## src/rtl/mscan_pkg.sv

```systemverilog
// Shared definitions for the multiplexed-display scan controller:
// state encoding, digit count and one-hot digit constants.
package mscan_pkg;
  localparam int NDIG = 4;
  localparam int IW   = $clog2(NDIG);

  typedef enum logic [1:0] {IDLE = 2'd0, BLANK = 2'd1, SHOW = 2'd2} state_t;

  localparam logic [NDIG-1:0] DIG0 = 4'b0001;
  localparam logic [NDIG-1:0] DIG1 = 4'b0010;
  localparam logic [NDIG-1:0] DIG2 = 4'b0100;
  localparam logic [NDIG-1:0] DIG3 = 4'b1000;

  // Lowest set mask bit as one-hot; DIG0 for an empty mask keeps oh one-hot.
  function automatic logic [NDIG-1:0] lowest_dig(input logic [NDIG-1:0] m);
    logic found;
    lowest_dig = DIG0;
    found      = 1'b0;
    for (int i = 0; i < NDIG; i++) begin
      if (m[i] && !found) begin
        lowest_dig    = '0;
        lowest_dig[i] = 1'b1;
        found         = 1'b1;
      end
    end
  endfunction
endpackage

```

## src/rtl/mscan_rot.sv

```systemverilog
// Next-digit search: rotate above the current one-hot index and take the first
// set mask bit; wrap flags a new index at or below the current one.
module mscan_rot
  import mscan_pkg::*;
(
  input  logic [NDIG-1:0] cur,
  input  logic [NDIG-1:0] mask,
  output logic [NDIG-1:0] nxt,
  output logic            wrap
);
  logic [IW-1:0] cur_idx, nxt_idx, j;

  always_comb begin
    cur_idx = '0;
    j       = '0;
    for (int i = 0; i < NDIG; i++)
      if (cur[i]) cur_idx = IW'(i);
    nxt_idx = cur_idx;
    // Walk distances high to low so the nearest set bit above wins; distance
    // NDIG lands back on the current digit (single-bit mask case).
    for (int k = NDIG; k >= 1; k--) begin
      j = cur_idx + IW'(k);
      if (mask[j]) nxt_idx = j;
    end
    nxt          = '0;
    nxt[nxt_idx] = 1'b1;
    wrap         = (mask != '0) && (nxt_idx <= cur_idx);
  end
endmodule

```

## src/rtl/mscan_ctrl.sv

```systemverilog
// Multiplexed 4-digit display scan controller: BLANK (mux load + dead time)
// then SHOW per digit. Macro SCAN_BLANK_EN enables BLANK_CYC dead time.
module mscan_ctrl
  import mscan_pkg::*;
#(
  parameter int PRESCALE  = 50000,
  parameter int BLANK_CYC = 16
)(
  input  logic            iclk,
  input  logic            ireset,
  input  logic            ien,
  input  logic [NDIG-1:0] idigit_mask,
  output logic [NDIG-1:0] oh,
  output logic            ocle,
  output logic [NDIG-1:0] oan,
  output logic            ofrm
);
  localparam int CW = $clog2(PRESCALE);
`ifdef SCAN_BLANK_EN
  localparam int BLEN = BLANK_CYC;
`else
  localparam int BLEN = 1;
`endif
  localparam logic [CW-1:0] SHOW_LAST  = CW'(PRESCALE - 1);
  localparam logic [CW-1:0] BLANK_LAST = CW'(BLEN - 1);

  state_t          state, state_nx;
  logic [CW-1:0]   cnt, cnt_nx;
  logic [NDIG-1:0] oh_nx, oan_nx, rot_nxt;
  logic            ocle_nx, ofrm_nx, rot_wrap, go;

  mscan_rot u_rot (.cur(oh), .mask(idigit_mask), .nxt(rot_nxt), .wrap(rot_wrap));

  assign go = ien && (idigit_mask != '0);

  always_comb begin
    state_nx = state;
    cnt_nx   = cnt + 1'b1;
    oh_nx    = oh;
    oan_nx   = oan;
    ocle_nx  = 1'b0;
    ofrm_nx  = 1'b0;
    case (state)
      IDLE: begin
        cnt_nx = '0;
        oan_nx = '1;
        if (go) begin
          state_nx = BLANK;
          oh_nx    = lowest_dig(idigit_mask);
          ocle_nx  = 1'b1;
        end
      end
      BLANK: begin
        if (!go) begin
          state_nx = IDLE;
          cnt_nx   = '0;
          oan_nx   = '1;
        end else if (cnt == BLANK_LAST) begin
          state_nx = SHOW;
          cnt_nx   = '0;
          oan_nx   = ~oh;
        end
      end
      SHOW: begin
        // Abort is checked first so it beats a coincident advance.
        if (!go) begin
          state_nx = IDLE;
          cnt_nx   = '0;
          oan_nx   = '1;
        end else if (cnt == SHOW_LAST) begin
          state_nx = BLANK;
          cnt_nx   = '0;
          oh_nx    = rot_nxt;
          oan_nx   = '1;
          ocle_nx  = 1'b1;
          ofrm_nx  = rot_wrap;
        end
      end
      default: begin
        state_nx = IDLE;
        cnt_nx   = '0;
        oan_nx   = '1;
      end
    endcase
  end

  always_ff @(posedge iclk) begin
    if (!ireset) begin
      state <= IDLE;
      cnt   <= '0;
      oh    <= DIG0;
      oan   <= '1;
      ocle  <= 1'b0;
      ofrm  <= 1'b0;
    end else begin
      state <= state_nx;
      cnt   <= cnt_nx;
      oh    <= oh_nx;
      oan   <= oan_nx;
      ocle  <= ocle_nx;
      ofrm  <= ofrm_nx;
    end
  end
endmodule
```

## config.mk

```make
export PLATFORM = sky130hd
export DESIGN_NAME = mscan_ctrl
export DESIGN_NICKNAME = d
export VERILOG_FILES = /design/src/rtl/mscan_pkg.sv /design/src/rtl/mscan_rot.sv /design/src/rtl/mscan_ctrl.sv
export SDC_FILE = /design/constraint.sdc
export NUM_CORES = 1
export LEC_CHECK = 0
export CAP_MARGIN = 20
export CORE_ASPECT_RATIO = 1.2
export CORE_UTILIZATION = 40
export CTS_CLUSTER_SIZE = 12
export DETAILED_ROUTE_END_ITERATION = 6
export DONT_BUFFER_PORTS = 1
export GPL_TIMING_DRIVEN = 0
export PLACE_DENSITY = 0.52
export REMOVE_ABC_BUFFERS = 1
export SLEW_MARGIN = 15
export SYNTH_ARGS = -nofsm -noshare
export SYNTH_HDL_FRONTEND = slang
export SYNTH_HIERARCHICAL = 1
export SYNTH_SLANG_ARGS = --single-unit
export TNS_END_PERCENT = 1
```

## constraint.sdc

```tcl
create_clock -name iclk -period 5.3 [get_ports iclk]
set_clock_uncertainty 0.1 [all_clocks]
set_input_delay 1.06 -clock iclk [delete_from_list [all_inputs] [get_ports iclk]]
set_output_delay 1.06 -clock iclk [all_outputs]
set_load 0.01 [all_outputs]
```

==> results of run 1 <==
[power by group]
part | total, mW | switching [mW] | internal, mW
Sequential | 0.230 | 0.0137 | 0.216
Clock | 0.134 | 0.0673 | 0.0666
Combinational | 0.0799 | 0.0408 | 0.0391
Total | 0.444 | 0.122 | 0.322
[per-layer routing]
layer  up-vias  GRT usage [%]
li1        705              -
met1       667           20.0
met2        38           32.5
met3         4           4.05
met4         0           4.44
met5         -              0
[worst paths after layout]
| path | startpoint | endpoint | slack, ns | cells after the start |
|---|---|---|---|---|
| setup reg to reg | oh[2]$_SDFFE_PN0P_ | ofrm$_SDFF_PN0_ | 2.81 | 9 |
| hold reg to reg | cnt[0]$_SDFF_PN0_ | cnt[0]$_SDFF_PN0_ | 0.41 | 1 |
| setup / recovery | idigit_mask[1] | ofrm$_SDFF_PN0_ | 2.59 | 9 |
| hold / removal | cnt[0]$_SDFF_PN0_ | cnt[0]$_SDFF_PN0_ | 0.41 | 1 |
[metrics by stage]
stage | hold slack (ns) | std cells | utilization, % | instance area [µm²] | power [mW]
4_1_cts | 0.416 | 250 | 44.0 | 1780 | 0.449
2_1_floorplan | 0.364 | 192 | - | 1650 | 0.299
3_3_place_gp | 0.389 | 246 | 42.7 | 1720 | 0.311
3_5_place_dp | 0.393 | 246 | 42.7 | 1720 | 0.315
5_1_grt | 0.469 | 250 | 44.0 | 1780 | 0.467
6_report | 0.408 | 250 | 44.0 | 1780 | 0.444
[sequential cells by signal, indices dropped and copies added (netlist names)]
name   flops
cnt       16
oh         4
oan        4
state      2
ofrm       1
ocle       1
[logic make-up after synthesis]
kind of cell,after synthesis,share of synthesized area [%]
multiplexers,2,1.45
flip-flops,28,32.5
AO/OA/AOI/OAI,36,16.8
buffers and inverters,17,5.52
AND/OR/NAND/NOR,95,29.7
XOR/XNOR,16,8.13
adder cells (fa/ha/maj),8,5.81
[synth_stat cells, types with 3 or more instances]
cell type	n
a21oi_1	10
and2_1	5
and3_1	3
and4_1	3
buf_6	4
clkbuf_1	5
dfxtp_1	28
ha_1	8
inv_1	7
nand2_1	23
nand3_1	7
nand4_1	5
nor2_1	23
nor3_1	6
nor4_1	3
o211a_1	3
o21ai_0	7
xnor2_1	4
xor2_1	12
[area by class of cell]
cell class / count / area (µm²)
inverter: 7 / 26.3
fill: 403 / 2260
tap: 54 / 67.6
multi-input combinational: 157 / 1070
sequential: 28 / 561
clock buffer: 4 / 55.1
[critical path, cell delays in order]
cell       delay (ns)
or3b_2           0.44
o2111ai_1        0.11
or2b_2           0.36
ha_1             0.30
a21oi_1          0.12
a21oi_1          0.05
nor2_1           0.12
nand2_1          0.07
nor4_1           0.16
==> key figures, run 1 <==
Run status
  – Status: finished clean

Worst setup path
  – Critical Path AT: 2.80 ns
  – Critical path peak fanout: 11
  – Setup CP Type: input port to flip-flop
  – Type of destination of the critical path: flip-flop
  – CP startpoint kind: input port
  – Required @ worst endpoint: 5.39 ns

Final layout
  – Most frequent cells in the layout: dfxtp_1 (28), nand2_1 (23), nor2_1 (23)
  – Layout cells sized above 1: 8.16%
  – Diodes inserted: 0
  – Fin nets: 212
  – P&R area growth vs syn: 3.12%
  – Most common cell after layout, fill and taps aside: dfxtp_1

STA
  – Setup TNS: 0 ns
  – Worst-margin pin slew: 0.494 ns
  – Crit path time final: 2.71 ns
  – Slew margin rel.: 67.0%
  – Max Clk Rate: 369 MHz
  – Final Hold Vio Count: 0
  – Slew Limit Fails: 0
  – Period utilization: 51.1%
  – RSZ-0062 raised after global routing: false
  – Final setup viols: 0
  – Final worst slack: 2.59 ns

Run
  – Max cap viols: 0

CTS
  – Clock Pin Slew Worst Setup and Hold Paths: 0.10 ns
  – Max clock buf depth: 2
  – Number of gates resized after CTS: 0
  – CTS Sinks: 28
  – Clk_lat worst skew: 0.28 ns
  – Clk root buf: clkbuf_8
  – # hold bufs at CTS: 0
  – Total CTS buffers: 3
  – CTS H-tree depth: 1
  – TritonCTS clock tree: yes
  – Setup Buffers After CTS: 0

Route
  – Routed Antenna Nets: 0
  – Total number of vias: 1414
  – Wire per inst: 14.3 µm
  – Met2 Wirelength: 1810 µm
  – DRC viols: 0
  – Met1 wire length: 1560 µm
  – Initial drt markers: 113
  – Final wirelength: 3580 µm
  – DR WL met3: 177 µm
  – Drt via density: 5.66
  – Max Used Layer: met4
  – Pre-antenna DRT Iters: 5

Global routing
  – Number of global-route vias before repair: 1359
  – First-pass GRT wire length: 6050 µm
  – Global Route Usage Sum: 17.7%
  – Largest net degree at the start of global routing: 17
  – Total global routing overflow: 0
  – Antenna violations before repair: 0

Floorplanning
  – Initial Util: 42.7%
  – Die height: 73.9 µm
  – Die area: 0.00457 mm²
  – Die width: 61.9 µm
  – Site Rows: 25
  – Ports: 17
  – Core area: 0.00404 mm²

Pwr
  – PwrDens: 250 mW/mm²
  – Worst VDD drop: 0.000133 V
  – Lkg Pwr: 0.632 nW

Logic synthesis
  – Area leader, netlist: dfxtp_1
  – Synth Flop Type: dfxtp_1
  – Unique cell type count in the Yosys netlist: 50
  – Post-Syn Area: 0.00172 mm²
  – Asr flop ratio synth: 0%
  – Ys Warns: 6
  – Largest cells by area after synthesis: dfxtp_1 (33%), xor2_1 (6.1%), ha_1 (5.8%), nand2_1 (5.0%), nor2_1 (5.0%)
  – Yosys top cell area share: 32.5%
  – Post-synth EDFFs: 0
  – Seq/Total Area, Yosys: 32.5%
  – Mean Syn Cell Area: 8.53 µm²
  – Cells after synthesis: 202
  – Seq cells post-synth: 28

Placed design
  – Gp weighted congestion: 0.747
  – Buffers on Ports: 0
  – Post-DP HPWL: 2600 µm
  – Post-place setup slack: 2.31 ns

Hold path
  – Hold crit path type: flip-flop to flip-flop
(Power assumes the default switching activity.)
==> run 2: changes to the inputs <==
==> constraint.sdc (replaced) <==
create_clock -name iclk -period 2.55 [get_ports iclk]
set_clock_uncertainty 0.1 [all_clocks]
set_input_delay 0.51 -clock iclk [delete_from_list [all_inputs] [get_ports iclk]]
set_output_delay 0.51 -clock iclk [all_outputs]
set_load 0.01 [all_outputs]
==> run 2 against run 1 <==
Effect of this change:
- sequential cell count is the same
- combinational power up 110%
- sequential power is 110% higher
- non-clock buffer count stayed put
- highest routed layer unchanged
- count of clock-buffer cells in the layout did not move
==> key figures, run 2 (synthesis results as in run 1) <==
Final layout
  – Most common cell after layout, fill and taps aside: dfxtp_1
  – Most frequent cells in the layout: dfxtp_1 (25), nand2_1 (23), nor2_1 (23)
  – P&R area growth vs syn: 3.34%
  – Max reg flops: 16 (unchanged)
  – Top reg by flops: cnt
  – Multi-input logic area: 0.00107 mm² (unchanged)
  – Reg area: 564 µm² (+0.67%)
  – Fill cells: 404 (+0.25%)
  – Top Registers: cnt x16, oan x4, oh x4
  – Diodes inserted: 0 (unchanged)
  – Fin nets: 212 (unchanged)
  – Layout cells sized above 1: 10.2% (+2.0 points)

Route
  – Final wirelength: 3600 µm (+0.61%)
  – Initial drt markers: 117 (+3.5%)
  – DRC viols: 0 (unchanged)
  – Drt via density: 5.63 (-0.50%)
  – Pre-antenna DRT Iters: 6 (+1)
  – Wire per inst: 14.4 µm (+0.61%)
  – Total number of vias: 1407 (-0.50%)
  – Routed Antenna Nets: 0 (unchanged)

CTS
  – Total CTS buffers: 3 (unchanged)
  – Number of gates resized after CTS: 0 (unchanged)
  – Setup Buffers After CTS: 0 (unchanged)
  – Clock Pin Slew Worst Setup and Hold Paths: 0.10 ns (about the same)
  – Max clock buf depth: 2 (unchanged)
  – CTS H-tree depth: 1 (unchanged)
  – TritonCTS clock tree: yes
  – Clk root buf: clkbuf_8
  – Clk_lat worst skew: 0.28 ns (about the same)
  – CTS Sinks: 28 (unchanged)
  – # hold bufs at CTS: 0 (unchanged)

Worst setup path
  – Critical path peak fanout: 16 (+5)
  – Critical Path, Cell by Cell: or4_1 -> or3_4 -> o21ba_2 -> o211ai_4 -> nor2_1
  – Type of destination of the critical path: flip-flop
  – Required @ worst endpoint: 2.61 ns (-2.78 ns)
  – Top cell family by delay on the critical path: simple AND/OR/NAND/NOR gates
  – Slowest-stage cell, CP: or4_1
  – Setup CP Type: flip-flop to flip-flop
  – Buf/Inv on CP: 0 (unchanged)
  – Critical Path AT: 2.48 ns (-0.32 ns)
  – CP startpoint kind: flip-flop
  – Crit path largest cell delay: 0.55 ns (+0.11 ns)

Floorplanning
  – Initial Util: 42.7% (unchanged)
  – Die height: 73.9 µm (unchanged)
  – Die width: 61.9 µm (unchanged)
  – Die area: 0.00457 mm² (unchanged)
  – Ports: 17 (unchanged)
  – Site Rows: 25 (unchanged)
  – Core area: 0.00404 mm² (unchanged)

STA
  – RSZ-0062 raised after global routing: true
  – Max Clk Rate: 413 MHz
  – Period utilization: 94.9%
  – Hold_ws: 0.191 ns (-0.217 ns)
  – Worst-margin pin slew: 0.475 ns (-0.0190 ns)
  – Final setup viols: 0 (unchanged)
  – Final Hold Vio Count: 0 (unchanged)
  – Slew Limit Fails: 0 (unchanged)
  – Slew margin rel.: 68.2% (+1.2 points)
  – Crit path time final: 2.42 ns

Run status
  – Status: finished clean

Global routing
  – Largest net degree at the start of global routing: 17 (unchanged)
  – Number of global-route vias before repair: 1359 (unchanged)
  – Total global routing overflow: 0 (unchanged)
  – First-pass GRT wire length: 6050 µm (unchanged)
  – Antenna violations before repair: 0 (unchanged)
  – Global Route Usage Sum: 17.7% (unchanged)

Pwr
  – PwrDens: 519 mW/mm² (+110%)
  – Worst VDD drop: 0.000277 V (+110%)
  – Lkg Pwr: 0.629 nW (-0.37%)
  – Tot Pwr: 924 µW (+110%)

Placed design
  – Gp weighted congestion: 0.747 (unchanged)
  – Post-DP HPWL: 2600 µm (unchanged)
  – Buffers on Ports: 0 (unchanged)

Run
  – Max cap viols: 0 (unchanged)

Hold path
  – Hold crit path type: input port to flip-flop
[run 2: path summary, 6_finish.rpt]
kind         slack, ns  depth (start not counted)                 end               from
min reg2reg       0.41                          1   cnt[0]$_SDFF_PN0_  cnt[0]$_SDFF_PN0_
max reg2reg       0.13                          5  cnt[15]$_SDFF_PN0_  cnt[4]$_SDFF_PN0_
min               0.19                          1  oh[0]$_SDFFE_PN1P_             ireset
max               0.13                          5  cnt[15]$_SDFF_PN0_  cnt[4]$_SDFF_PN0_
[run 2: final cells by class]
class	instances	share of cell area (%)
sequential	28	31.7
clock buffer	4	3.09
inverter	7	1.48
multi-input combinational	157	59.9
tap	54	3.79
[run 2: layer usage]
layer	global-route usage (%)	share of wire, %	vias to the layer above
met1	20.0	43	665
met3	4.05	5.3	4
li1	-	-	704
met2	32.5	50	34
met5	0	0	-
met4	4.44	0.75	0
[run 2: through the flow]
| step | utilization [%] | setup TNS, ns | cells | instance area (µm²) | setup slack [ns] |
|---|---|---|---|---|---|
| 2_1_floorplan | - | 0 | 192 | 1650 | 0.262 |
| 3_3_place_gp | 42.7 | 0 | 246 | 1720 | 0.0556 |
| 3_5_place_dp | 42.7 | 0 | 246 | 1720 | 0.0859 |
| 4_1_cts | 44.0 | 0 | 250 | 1780 | 0.0567 |
| 5_1_grt | 44.1 | -0.00528 | 250 | 1780 | -0.00528 |
| 6_report | 44.1 | 0 | 250 | 1780 | 0.130 |
[run 2: power breakdown]
group	switching [mW]	leakage, nW	internal, mW
combinational	0.0851	0.372	0.0813
clock	0.141	0.0288	0.138
sequential	0.0287	0.228	0.450
total	0.254	0.629	0.670
[run 2: worst reg2reg max path, stage by stage, from the launching register on]
cell and delay, ns:
dfxtp_1 0.36, or4_1 0.55, or3_4 0.45, o21ba_2 0.30
o211ai_4 0.43, nor2_1 0.12
==> run 3: changes to the inputs <==
--- a/config.mk
+++ b/config.mk
@@ -6,8 +6,8 @@
 export NUM_CORES = 1
 export LEC_CHECK = 0
 export CAP_MARGIN = 20
-export CORE_ASPECT_RATIO = 1.2
 export CORE_UTILIZATION = 40
+export CTS_BUF_LIST = sky130_fd_sc_hd__clkbuf_16
 export CTS_CLUSTER_SIZE = 12
 export DETAILED_ROUTE_END_ITERATION = 6
 export DONT_BUFFER_PORTS = 1
==> run 3 against run 2 <==
Effect of this change:
- total power increased by 20%
- die area about the same
- sequential power about the same
- clock power up 65%
- hold slack better by 0.026 ns
- combinational power about the same
- sequential share of layout area fell by 0.83 points
- critical endpoint is now ofrm$_SDFF_PN0_
- largest power group unchanged
==> key figures, run 3 (synthesis results as in run 1) <==
Route
  – Pre-antenna DRT Iters: 4 (-2)
  – Wire per inst: 14.3 µm (-0.38%)
  – Initial drt markers: 82 (-30%)
  – Routed Antenna Nets: 0 (unchanged)
  – Drt via density: 5.64 (+0.25%)
  – Final wirelength: 3530 µm (-2.0%)
  – DRC viols: 0 (unchanged)
  – Total number of vias: 1388 (-1.4%)

STA
  – Final Hold Vio Count: 0 (unchanged)
  – Slew Limit Fails: 0 (unchanged)
  – Max Clk Rate: 410 MHz (-0.67%)
  – Period utilization: 95.5% (+0.64 points)
  – Worst-margin pin slew: 0.508 ns (+0.0326 ns)
  – Setup TNS: 0 ns (unchanged)
  – RSZ-0062 raised after global routing: false
  – Crit path time final: 2.44 ns (+0.0163 ns)
  – Final worst slack: 0.114 ns (-0.0163 ns)
  – Final setup viols: 0 (unchanged)
  – Hold_ws: 0.217 ns (+0.0256 ns)
  – Slew margin rel.: 66.1% (-2.1 points)

CTS
  – Clock Pin Slew Worst Setup and Hold Paths: 0.07 ns (-0.03 ns)
  – Max clock buf depth: 2 (unchanged)
  – Setup Buffers After CTS: 0 (unchanged)
  – Clk root buf: clkbuf_16
  – Clk_lat worst skew: 0.26 ns (-0.02 ns)
  – TritonCTS clock tree: yes
  – CTS H-tree depth: 1 (unchanged)
  – Total CTS buffers: 3 (unchanged)
  – CTS Sinks: 28 (unchanged)

Floorplanning
  – Die area: 0.00457 mm² (about the same)
  – Site Rows: 23 (-8.0%)
  – Initial Util: 42.5% (-0.24 points)
  – Die width: 67.6 µm (+9.2%)
  – Core area: 0.00406 mm² (+0.56%)
  – Die height: 67.6 µm (-8.5%)
  – Ports: 17 (unchanged)

Global routing
  – Global Route Usage Sum: 16.8% (-0.94 points)
  – Number of global-route vias before repair: 1338 (-1.5%)
  – Total global routing overflow: 0 (unchanged)
  – First-pass GRT wire length: 5890 µm (-2.6%)
  – Largest net degree at the start of global routing: 17 (unchanged)
  – Antenna violations before repair: 0 (unchanged)

Run
  – Max cap viols: 0 (unchanged)

Hold path
  – Hold crit path type: input port to flip-flop

Worst setup path
  – Critical Path, Cell by Cell: or3b_2 -> o2111ai_1 -> or2b_2 -> ha_1 -> a21oi_1 -> a21oi_1 -> nor2_1 -> nand2_1 -> nor4_1
  – Slowest-stage cell, CP: or3b_2
  – Type of destination of the critical path: flip-flop
  – Required @ worst endpoint: 2.61 ns (about the same)
  – Setup CP Type: flip-flop to flip-flop
  – CP most frequent cell: a21oi_1
  – Critical path peak fanout: 9 (-7)
  – CP startpoint kind: flip-flop
  – Buf/Inv on CP: 0 (unchanged)
  – Top cell family by delay on the critical path: simple AND/OR/NAND/NOR gates
  – Critical Path AT: 2.50 ns (+0.02 ns)
  – Crit path largest cell delay: 0.50 ns (-0.05 ns)

Final layout
  – P&R area growth vs syn: 5.88%
  – Fin nets: 212 (unchanged)
  – Most common cell after layout, fill and taps aside: dfxtp_1
  – Top reg by flops: cnt
  – Top Registers: cnt x16, oan x4, oh x4
  – Multi-input logic area: 0.00107 mm² (unchanged)
  – Final core occ: 45.0% (+0.83 points)
  – Final Non-Filler Cells: 246 (-1.6%)
  – Reg area: 563 µm² (-0.22%)
  – Final instance area: 0.00182 mm² (+2.5%)
  – Diodes inserted: 0 (unchanged)
  – Max reg flops: 16 (unchanged)
  – Fill cells: 400 (-0.99%)
  – Most frequent cells in the layout: dfxtp_1 (26), nand2_1 (23), nor2_1 (23)
  – Layout cells sized above 1: 9.69% (-0.51 points)

Placed design
  – Post-DP HPWL: 2530 µm (-2.7%)
  – Post-place setup slack: 0.0714 ns (-0.0145 ns)
  – Gp weighted congestion: 0.744 (-0.41%)
  – Buffers on Ports: 0 (unchanged)
  – Area after DPL: 0.00172 mm² (-0.29%)
  – Placed cell count: 242 (-1.6%)

Pwr
  – Worst VDD drop: 0.000370 V (+34%)
  – Tot Pwr: 1.11 mW (+20%)
  – PwrDens: 606 mW/mm² (+17%)
  – Lkg Pwr: 0.651 nW (+3.5%)

Run status
  – Status: finished clean
==> run 3: cell types whose count changed in the layout (fill, tap and decap cells not counted) <==
| cell | delta |
|---|---|
| clkbuf_8 | -4 |
| clkbuf_16 | +3 |
| bufinv_16 | +1 |
| dfxtp_1 | +1 |
| dfxtp_2 | -1 |
==> run 3: report_power, final <==
| part | leakage [nW] | switching [mW] | internal (mW) | total [mW] |
|---|---|---|---|---|
| Sequential | 0.228 | 0.0278 | 0.450 | 0.478 |
| Combinational | 0.372 | 0.0853 | 0.0816 | 0.167 |
| Clock | 0.0511 | 0.149 | 0.312 | 0.461 |
==> run 3: final timing paths <==
kind | to | startpoint | slack (ns) | cells after the start
setup / recovery | ofrm$_SDFF_PN0_ | oh[1]$_SDFFE_PN0P_ | 0.11 | 9
hold / removal | oh[0]$_SDFFE_PN1P_ | ireset | 0.22 | 1
setup reg to reg | ofrm$_SDFF_PN0_ | oh[1]$_SDFFE_PN0P_ | 0.11 | 9
hold reg to reg | state[1]$_SDFFE_PN0P_ | state[1]$_SDFFE_PN0P_ | 0.42 | 2
==> run 3: what timing repair did <==
item / in CTS / in global routing
setup endpoints to repair: 0 / 16
gates resized for setup: 0 / 3
hold buffers: 0 / 0
==> run 3: metal layers <==
layer	part of all wire [%]	vias to the layer above	GRT usage [%]
li1	-	707	-
met1	50	656	21.7
met2	45	23	28.3
met3	4.1	2	3.55
met4	0.54	0	3.19
met5	0	-	0
==> run 3: worst register-to-register path: stages, from the launching register on <==
cell and delay [ns]:
dfxtp_2 0.39, or3b_2 0.51, o2111ai_1 0.11, or2b_2 0.37, ha_1 0.30, a21oi_1 0.13, a21oi_1 0.06, nor2_1 0.12
nand2_1 0.06, nor4_1 0.18
==> run 3: final cells by class <==
| cell class | count | area share, % |
|---|---|---|
| clock buffer | 3 | 4.12 |
| sequential | 28 | 30.9 |
| tap | 50 | 3.43 |
| clock inverter | 1 | 1.65 |
| inverter | 7 | 1.44 |
| multi-input combinational | 157 | 58.5 |
